===== config.mk =====
export PLATFORM = sky130hd
export DESIGN_NAME = float_addsub_pipe_flat
export DESIGN_NICKNAME = d
export VERILOG_FILES = /design/src/rtl/float_addsub_pipe_if.sv /design/src/rtl/float_addsub_pipe.sv /design/src/flat_wrapper.sv
export SDC_FILE = /design/constraint.sdc
export NUM_CORES = 1
export LEC_CHECK = 0
export ABC_AREA = 1
export BUFFER_PORTS_ARGS = -buffer_cell sky130_fd_sc_hd__buf_4
export CAP_MARGIN = 20
export CORE_MARGIN = 2
export CORE_UTILIZATION = 50
export DETAILED_ROUTE_END_ITERATION = 10
export PLACE_DENSITY_LB_ADDON = 0.15
export SYNTH_ARGS = -nofsm -noshare
export SYNTH_HDL_FRONTEND = slang
export SYNTH_SLANG_ARGS = --single-unit

===== constraint.sdc =====
create_clock -name clock -period 2.2 [get_ports clock]
set_clock_uncertainty 0.05 [all_clocks]
set_input_delay 0.44 -clock clock [delete_from_list [all_inputs] [get_ports clock]]
set_output_delay 0.44 -clock clock [all_outputs]
set_load 0.03 [all_outputs]

===== src/rtl/float_addsub_pipe_if.sv =====
// Operand/result bundle for float_addsub_pipe.
// The master side issues operand pairs and collects results; the slave side is the adder.
interface float_addsub_pipe_if #(
   parameter int EXP_W = 5,
   parameter int MAN_W = 10
);
   localparam int W = 1 + EXP_W + MAN_W;

   logic         in_valid;
   logic         op_sub;
   logic [W-1:0] adata;
   logic [W-1:0] bdata;
   logic         out_valid;
   logic [W-1:0] cdata;
   logic [3:0]   flags;

   modport master (
      output in_valid, op_sub, adata, bdata,
      input  out_valid, cdata, flags
   );

   modport slave (
      input  in_valid, op_sub, adata, bdata,
      output out_valid, cdata, flags
   );
endinterface


===== src/rtl/float_addsub_pipe.sv =====
// Fully pipelined floating-point adder/subtractor, round-to-nearest-even, flush-to-zero.
// Stages: S1 unpack/swap, S2 align, S3 add, S4 normalise, S5 round, then pack/specials
// into the output register. Five cycles from operand sample to out_valid.
module float_addsub_pipe #(
   parameter int EXP_W = 5,
   parameter int MAN_W = 10
) (
   input  logic               clock,
   input  logic               rst_n,
   float_addsub_pipe_if.slave bus
);
   localparam int W     = 1 + EXP_W + MAN_W;
   localparam int BIAS  = (1 << (EXP_W - 1)) - 1;
   localparam int SIG_W = MAN_W + 4;               // hidden + mantissa + guard/round/sticky
   localparam int E_W   = EXP_W + 2;               // signed working exponent
   localparam int LZ_W  = $clog2(SIG_W + 1);

   localparam logic [EXP_W-1:0]      EXP_ONES = '1;
   localparam logic signed [E_W-1:0] EXP_INF  = E_W'(2 * BIAS + 1);
   localparam logic signed [E_W-1:0] EXP_ZERO = '0;
   localparam logic [W-1:0]          QNAN     = {1'b0, EXP_ONES, 1'b1, {(MAN_W-1){1'b0}}};

   // Special-case result decided at unpack time and carried alongside the datapath.
   typedef struct packed {
      logic         hit;
      logic         nan;
      logic [W-1:0] word;
   } special_t;

   function automatic logic [LZ_W-1:0] lzc(input logic [SIG_W-1:0] v);
      lzc = LZ_W'(SIG_W);
      for (int i = 0; i < SIG_W; i++)
         if (v[i]) lzc = LZ_W'(SIG_W - 1 - i);
   endfunction

   // ---------------- valid pipeline ----------------
   logic [5:1] vld;
   logic       out_valid_q;
   logic [W-1:0] cdata_q;
   logic [3:0]   flags_q;

   // ---------------- S1 unpack / swap ----------------
   logic             sign_a, sign_b, inf_a, inf_b, zero_a, zero_b, a_in_x;
   logic [EXP_W-1:0] exp_a, exp_b;
   logic [MAN_W-1:0] man_a, man_b;
   special_t         sp_in;

   // Classify operands, fold op_sub into B's sign, and resolve infinity/zero results.
   always_comb begin
      // NOTE: every always_comb output gets a default first so no path leaves it
      // unassigned; an unassigned path would infer a latch.
      sp_in  = '0;
      sign_a = bus.adata[W-1];
      exp_a  = bus.adata[W-2:MAN_W];
      man_a  = bus.adata[MAN_W-1:0];
      sign_b = bus.bdata[W-1] ^ bus.op_sub;
      exp_b  = bus.bdata[W-2:MAN_W];
      man_b  = bus.bdata[MAN_W-1:0];
      inf_a  = (exp_a == EXP_ONES);
      inf_b  = (exp_b == EXP_ONES);
      zero_a = (exp_a == '0);
      zero_b = (exp_b == '0);
      a_in_x = (bus.adata[W-2:0] >= bus.bdata[W-2:0]);

      if (inf_a && inf_b) begin
         sp_in.hit = 1'b1;
         if (sign_a != sign_b) begin
            sp_in.nan  = 1'b1;
            sp_in.word = QNAN;
         end else begin
            sp_in.word = {sign_a, EXP_ONES, {MAN_W{1'b0}}};
         end
      end else if (inf_a) begin
         sp_in.hit  = 1'b1;
         sp_in.word = {sign_a, EXP_ONES, {MAN_W{1'b0}}};
      end else if (inf_b) begin
         sp_in.hit  = 1'b1;
         sp_in.word = {sign_b, EXP_ONES, {MAN_W{1'b0}}};
      end else if (zero_a && zero_b) begin
         sp_in.hit  = 1'b1;
         sp_in.word = {sign_a & sign_b, {(W-1){1'b0}}};
      end else if (zero_a) begin
         sp_in.hit  = 1'b1;
         sp_in.word = {sign_b, exp_b, man_b};
      end else if (zero_b) begin
         sp_in.hit  = 1'b1;
         sp_in.word = bus.adata;
      end
   end

   logic             s1_sign, s1_eff_sub;
   logic [EXP_W-1:0] s1_exp, s1_d;
   logic [MAN_W:0]   s1_sig_x, s1_sig_y;
   special_t         s1_sp;

   // S1 register: larger magnitude goes to the X lane (A wins ties).
   // NOTE: datapath registers carry no reset; only the valid bits and the visible
   // outputs must come up clean, and a bubble's data is never observed.
   always_ff @(posedge clock) begin
      s1_sp      <= sp_in;
      s1_eff_sub <= sign_a ^ sign_b;
      if (a_in_x) begin
         s1_sign  <= sign_a;
         s1_exp   <= exp_a;
         s1_d     <= exp_a - exp_b;
         s1_sig_x <= {~zero_a, man_a};
         s1_sig_y <= {~zero_b, man_b};
      end else begin
         s1_sign  <= sign_b;
         s1_exp   <= exp_b;
         s1_d     <= exp_b - exp_a;
         s1_sig_x <= {~zero_b, man_b};
         s1_sig_y <= {~zero_a, man_a};
      end
   end

   // ---------------- S2 align ----------------
   logic [SIG_W-1:0] y_ext, y_shift, y_lost, y_al;

   // Shift Y right by the exponent difference, collapsing lost bits into sticky.
   always_comb begin
      y_ext   = {s1_sig_y, 3'b000};
      y_shift = y_ext >> s1_d;
      y_lost  = y_ext & ~({SIG_W{1'b1}} << s1_d);
      if (int'(s1_d) >= MAN_W + 3)
         y_al = {{(SIG_W-1){1'b0}}, |s1_sig_y};
      else
         y_al = {y_shift[SIG_W-1:1], y_shift[0] | (|y_lost)};
   end

   logic             s2_sign, s2_eff_sub;
   logic [EXP_W-1:0] s2_exp;
   logic [MAN_W:0]   s2_sig_x;
   logic [SIG_W-1:0] s2_sig_y;
   special_t         s2_sp;

   // S2 register.
   always_ff @(posedge clock) begin
      // NOTE: sequential state uses non-blocking assignments so every register
      // samples the pre-edge values regardless of statement order.
      s2_sign    <= s1_sign;
      s2_eff_sub <= s1_eff_sub;
      s2_exp     <= s1_exp;
      s2_sig_x   <= s1_sig_x;
      s2_sig_y   <= y_al;
      s2_sp      <= s1_sp;
   end

   // ---------------- S3 add ----------------
   logic [SIG_W:0]   x_ext, y_ext2;
   logic             s3_sign;
   logic [EXP_W-1:0] s3_exp;
   logic [SIG_W:0]   s3_sum;
   special_t         s3_sp;

   assign x_ext  = {1'b0, s2_sig_x, 3'b000};
   assign y_ext2 = {1'b0, s2_sig_y};

   // S3 register: magnitude sum or difference; X >= Y so the difference is never negative.
   always_ff @(posedge clock) begin
      s3_sign <= s2_sign;
      s3_exp  <= s2_exp;
      s3_sum  <= s2_eff_sub ? (x_ext - y_ext2) : (x_ext + y_ext2);
      s3_sp   <= s2_sp;
   end

   // ---------------- S4 normalise ----------------
   logic signed [E_W-1:0] exp_s, n_exp;
   logic [SIG_W-1:0]      n_sig;
   logic [LZ_W-1:0]       lz;

   // Bring the leading one to the hidden-bit position and adjust the exponent.
   always_comb begin
      exp_s = signed'({2'b00, s3_exp});
      lz    = '0;
      if (s3_sum[SIG_W]) begin
         n_sig = {s3_sum[SIG_W:2], s3_sum[1] | s3_sum[0]};
         n_exp = exp_s + E_W'(1);
      end else begin
         lz    = lzc(s3_sum[SIG_W-1:0]);
         n_sig = s3_sum[SIG_W-1:0] << lz;
         n_exp = exp_s - E_W'(lz);
      end
   end

   logic                  s4_sign, s4_cancel;
   logic signed [E_W-1:0] s4_exp;
   logic [SIG_W-1:0]      s4_sig;
   special_t              s4_sp;

   // S4 register: a zero sum marks exact cancellation.
   always_ff @(posedge clock) begin
      s4_sign   <= s3_sign;
      s4_exp    <= n_exp;
      s4_sig    <= n_sig;
      s4_cancel <= (s3_sum == '0);
      s4_sp     <= s3_sp;
   end

   // ---------------- S5 round ----------------
   logic           g_bit, r_bit, s_bit, round_up;
   logic [MAN_W+1:0] man_rnd;

   // Round to nearest, ties to even, on the guard/round/sticky bits.
   always_comb begin
      g_bit    = s4_sig[2];
      r_bit    = s4_sig[1];
      s_bit    = s4_sig[0];
      round_up = g_bit & (r_bit | s_bit | s4_sig[3]);
      man_rnd  = {1'b0, s4_sig[SIG_W-1:3]} + (MAN_W+2)'(round_up);
   end

   logic                  s5_sign, s5_cancel, s5_inx;
   logic signed [E_W-1:0] s5_exp;
   logic [MAN_W-1:0]      s5_man;
   special_t              s5_sp;

   // S5 register: a rounding carry out of the significand renormalises by one.
   always_ff @(posedge clock) begin
      s5_sign   <= s4_sign;
      s5_cancel <= s4_cancel;
      s5_inx    <= g_bit | r_bit | s_bit;
      s5_sp     <= s4_sp;
      if (man_rnd[MAN_W+1]) begin
         s5_man <= man_rnd[MAN_W:1];
         s5_exp <= s4_exp + E_W'(1);
      end else begin
         s5_man <= man_rnd[MAN_W-1:0];
         s5_exp <= s4_exp;
      end
   end

   // ---------------- pack / specials ----------------
   logic [W-1:0] res_word;
   logic [3:0]   res_flags;

   // Select the final word: specials, cancellation, overflow, underflow, else normal.
   always_comb begin
      res_word  = {s5_sign, s5_exp[EXP_W-1:0], s5_man};
      res_flags = {3'b000, s5_inx};
      if (s5_sp.hit) begin
         res_word  = s5_sp.word;
         res_flags = {s5_sp.nan, 3'b000};
      end else if (s5_cancel) begin
         res_word  = '0;
         res_flags = '0;
      end else if (s5_exp >= EXP_INF) begin
         res_word  = {s5_sign, EXP_ONES, {MAN_W{1'b0}}};
         res_flags = 4'b0101;
      end else if (s5_exp <= EXP_ZERO) begin
         res_word  = {s5_sign, {(W-1){1'b0}}};
         res_flags = 4'b0011;
      end
   end

   // Valid pipeline and visible outputs; reset discards everything in flight.
   always_ff @(posedge clock or negedge rst_n) begin
      if (!rst_n) begin
         vld         <= '0;
         out_valid_q <= 1'b0;
         cdata_q     <= '0;
         flags_q     <= '0;
      end else begin
         vld         <= {vld[4:1], bus.in_valid};
         out_valid_q <= vld[5];
         if (vld[5]) begin
            cdata_q <= res_word;
            flags_q <= res_flags;
         end
      end
   end

   assign bus.out_valid = out_valid_q;
   assign bus.cdata     = cdata_q;
   assign bus.flags     = flags_q;
endmodule


===== src/flat_wrapper.sv =====
// flat-port wrapper written by rule: the top's interface ports become plain ports
module float_addsub_pipe_flat 
#(
   parameter int EXP_W = 5,
   parameter int MAN_W = 10
)
  (clock, rst_n, bus_in_valid, bus_op_sub, bus_adata, bus_bdata, bus_out_valid, bus_cdata, bus_flags);
  float_addsub_pipe_if #(.EXP_W(EXP_W), .MAN_W(MAN_W)) bus_i ();
  input  logic clock;
  input  logic rst_n;
  input wire logic [$bits(bus_i.in_valid)-1:0] bus_in_valid;
  input wire logic [$bits(bus_i.op_sub)-1:0] bus_op_sub;
  input wire logic [$bits(bus_i.adata)-1:0] bus_adata;
  input wire logic [$bits(bus_i.bdata)-1:0] bus_bdata;
  output wire logic [$bits(bus_i.out_valid)-1:0] bus_out_valid;
  output wire logic [$bits(bus_i.cdata)-1:0] bus_cdata;
  output wire logic [$bits(bus_i.flags)-1:0] bus_flags;
  assign bus_i.in_valid = bus_in_valid;
  assign bus_i.op_sub = bus_op_sub;
  assign bus_i.adata = bus_adata;
  assign bus_i.bdata = bus_bdata;
  assign bus_out_valid = bus_i.out_valid;
  assign bus_cdata = bus_i.cdata;
  assign bus_flags = bus_i.flags;
  float_addsub_pipe #(.EXP_W(EXP_W), .MAN_W(MAN_W)) u_core (.clock(clock), .rst_n(rst_n), .bus(bus_i));
endmodule

==> impl_results.md <==
- Flop and latch count out of synthesis: 246
- # rows: 51
- Outcome: completed
- Clock latency at the later pin of the worst-skew pair: 0.52 ns
- Overall via count from detail_route: 7597
- Max VDD drop: 0.0006176 V
- Reg-to-reg setup timing slack: 0.05 ns
- Final net count: 1346
- Total clock buffers created by CTS: 23
- Signed area change from the synthesized netlist to the final layout: 21.82%
- Antenna Nets Post-Route: 0
- Clk root buf: sky130_fd_sc_hd__clkbuf_16
- Static leakage: 5.617 nW
- Die Outline Area: 20610 µm²
- Worst slack, placed: -0.08487 ns
- CP Capture Type: register
- Global-route wire length before repair: 34380 µm
- Commonest cells in the netlist: sky130_fd_sc_hd__nand2_1 (226), sky130_fd_sc_hd__dfxtp_1 (220), sky130_fd_sc_hd__inv_1 (137)
- Number of antenna violations at the first check in global routing: 0
- Cell depth of the worst min-delay path: 3
- Average instance area after synthesis: 8.586 µm²
- Max Cap Viol: 0
- Unrepaired setup endpoints after global routing: yes
- Arr. time, crit path: 2.50 ns
- Cell type with the largest total area after synthesis: sky130_fd_sc_hd__dfxtp_1
- Number of inserted diodes: 0
- Grt total ovfl: 0
- GRT Util Overall: 0.2079
- Area share of the leading cell type in the synthesized netlist: 0.4523
- Setup Crit Path Kind: reg2reg
- Routed length per instance: 13.90 µm
- Placed standard-cell area: 10840 µm²
- Cell area after technology mapping: 9737 µm²
- Hold Violations, Final: 0
- Final Core Density: 0.6155
- Number of synthesized flops with an enable pin: 0
- Maximum clock frequency: 465.7 MHz
- Worst Max-Slew Pin Slew: 0.5755 ns
- First DRT Iteration DRCs: 420
- Synthesized instance count: 1134
- Startpoint types: register
- Core Box Area: 19270 µm²
- Crit path largest cell delay: 0.36 ns
- Power density over the cells: 1316 nW/µm²
- Number of clock sinks: 246
- Most frequently used flop master after synthesis: sky130_fd_sc_hd__dfxtp_1
- Die Span X: 143.6 µm
- Reg2reg path depth: 21
- Worst hold start: bus_bdata[4]
- Cell-by-cell trace of the critical path: inv_2 > nand2_2 > nand2_2 > nand2_1 > nand2_1 > nand2_1 > nand2_1 > nand2_1 > nand2_1 > nand2_1 > nand2_2 > nand2_4 > nand2_4 > ha_4 > inv_2 > fa_2 > nand2_2 > inv_2 > o21ai_2 > a21oi_2 > xnor2_1
- Vert. Die Dim: 143.6 µm
- Warnings, synthesis: 0
- Synth Net Count: 1225
- Worst hold endpoint: u_core.s1_sig_y[4]
- Via density: 4.943
- Crit path setup slack, layout: 0.05256 ns
- Worst hold-check path type: in2reg
- Maximum number of pins on one net before global-route repair: 31
- Time the final worst path needs with I/O delays and setup: 2.147 ns
- Sequential element share of the synthesized area: 0.5191
- Final Instance Area: 11860 µm²
- Cell occurring most often along the worst timing path: sky130_fd_sc_hd__nand2_1
- Number of buffers added on ports: 56
- Accumulated negative setup slack: 0 ns
- Clock edge transition at the registers on the reported setup and hold paths: 0.07 ns
- H-tree lvl count: 1
- Layout cell share with drive strength beyond 1: 0.1706
- Biggest fanout along the worst timing path: 2
- Share of async-settable or async-resettable flops after synthesis: 0.1057
- Tightest hold margin: 0.09986 ns
- CTS tree: built
- Initial DRT Pass Iterations: 5
- Final Routed Wirelength: 21360 µm
- Effective utilization at floorplan: 0.5053
- Via count of the first global-routing pass: 7174
- Share of the clock period used by the worst path after layout: 0.9761
- Library cells used by synthesis: 50
- Highest-delay cell along the critical path: sky130_fd_sc_hd__fa_2
- Buffer levels on the longest clock path: 3
- Data required, critical path: 2.55 ns
- Slew Limit Headroom: 0.6149
- Count of pins on the block boundary: 57
- Endpoints failing setup: 0
- Critical register-to-register path startpoint: u_core.s3_sum[1]
- Capture instance of the worst register-to-register path: u_core.s4_exp[4]
- Most common cell in the synthesized netlist: sky130_fd_sc_hd__nand2_1
- Pins Over Slew Limit: 0
- HPWL after DPL: 16040 µm
- Count of unresolved DRC violations after routing: 0
- Leading cell types by total area after synthesis: sky130_fd_sc_hd__dfxtp_1 (45%), sky130_fd_sc_hd__nand2_1 (8.7%), sky130_fd_sc_hd__dfrtp_1 (6.7%)
- RePlAce Congestion: 0.9187
## metrics by stage
stage,instances,total power [W]
finish,1537,0.01561
global placement,1488,0.01112
global route,1537,0.01666
CTS,1532,0.01544
detailed placement,1488,0.01117
floorplan,1134,0.009524
## final cells by class
class                           instances  area, µm²
Timing Repair Buffer                  126      950.9
Fill cell                            1729       7410
Inverter                              141      529.3
Sequential cell                       246       5062
Clock inverter                         11      160.2
Multi-Input combinational cell        717       4150
Tap cell                              265      331.6
Clock buffer                           31      676.9
## worst max-delay path: cells and delay by family, from the launching register on
family / cells / cell delay, ns
AND/OR/NAND/NOR: 13 / 0.71
adder cells (fa/ha/maj): 2 / 0.49
flip-flops: 1 / 0.32
AO/OA/AOI/OAI: 2 / 0.19
buffers and inverters: 3 / 0.13
XOR/XNOR: 1 / 0.13
## metal layers
metal | track usage | up-vias | routed length, µm
li1 | - | 3963 | -
met2 | 0.3659 | 182 | 10430
met4 | 0.06966 | 0 | 516
met5 | 0 | - | 0
met3 | 0.02799 | 37 | 878
met1 | 0.2631 | 3415 | 9542
## report_power, final
group	internal, W	total, W	switching [W]	leakage, nW
sequential	0.00544	0.00606	0.000625	2.15
clock	0.00254	0.00422	0.00168	0.403
combinational	0.00211	0.00533	0.00321	3.07
total	0.0101	0.0156	0.00551	5.62
## cells in the final DEF (no fill, tap or decap), types with 8 or more instances in the layout
master and count:
sky130_fd_sc_hd__xor2_1 24, sky130_fd_sc_hd__a211oi_1 8, sky130_fd_sc_hd__clkbuf_16 24, sky130_fd_sc_hd__nand2_2 8, sky130_fd_sc_hd__o21ai_0 89, sky130_fd_sc_hd__a21oi_1 52, sky130_fd_sc_hd__nand4_1 14, sky130_fd_sc_hd__ha_1 44
sky130_fd_sc_hd__dfrtp_1 26, sky130_fd_sc_hd__dfxtp_1 214, sky130_fd_sc_hd__o21ai_1 10, sky130_fd_sc_hd__o22ai_1 8, sky130_fd_sc_hd__nand3_1 69, sky130_fd_sc_hd__nand2_1 221, sky130_fd_sc_hd__buf_4 124, sky130_fd_sc_hd__inv_1 133
sky130_fd_sc_hd__a22oi_1 10, sky130_fd_sc_hd__nor2_1 73
## worst max-delay path by stage
stage	start	end	slack, ns	cells after the start
2_1_floorplan	u_core.s3_sum[1]	u_core.s4_exp[4]	0.009	22
4_1_cts	u_core.s3_sum[1]	u_core.s4_exp[4]	0.004	21
3_5_place_dp	u_core.s2_sig_y[3]	u_core.s3_sum[13]	-0.08	12
5_1_grt	u_core.s3_sum[1]	u_core.s4_exp[4]	-0.12	21
3_3_place_gp	u_core.s2_sig_y[3]	u_core.s3_sum[13]	-0.04	12
6_report	u_core.s3_sum[1]	u_core.s4_exp[4]	0.05	21
## repair_timing
action                                  4_1_cts  5_1_grt
resized for setup                             3       39
pin swaps                                     3       15
endpoints found under the setup margin        2       16
hold buffers                                  2        0
buffers inserted                              0        6
hold endpoints to repair                     27        0
## cells by family after synthesis
family,after synthesis,synth area share
mux,7,0.007196
fa+ha+maj,55,0.07376
flops,246,0.5191
compound gates,213,0.1240
xor+xnor,30,0.02699
buf+inv,171,0.06746
simple gates,412,0.1814
## sequential cells by signal (all words and copies together), names as in the netlist, 14 cells and up
name / cells
u_core.s1_sp: 18
u_core.bus.cdata: 16
u_core.s3_sum: 15
u_core.s3_sp: 18
u_core.s2_sig_y: 14
u_core.s2_sp: 18
u_core.s5_sp: 18
u_core.s4_sp: 18
u_core.s4_sig: 14
Note: power is estimated with default switching activity, not from simulation.
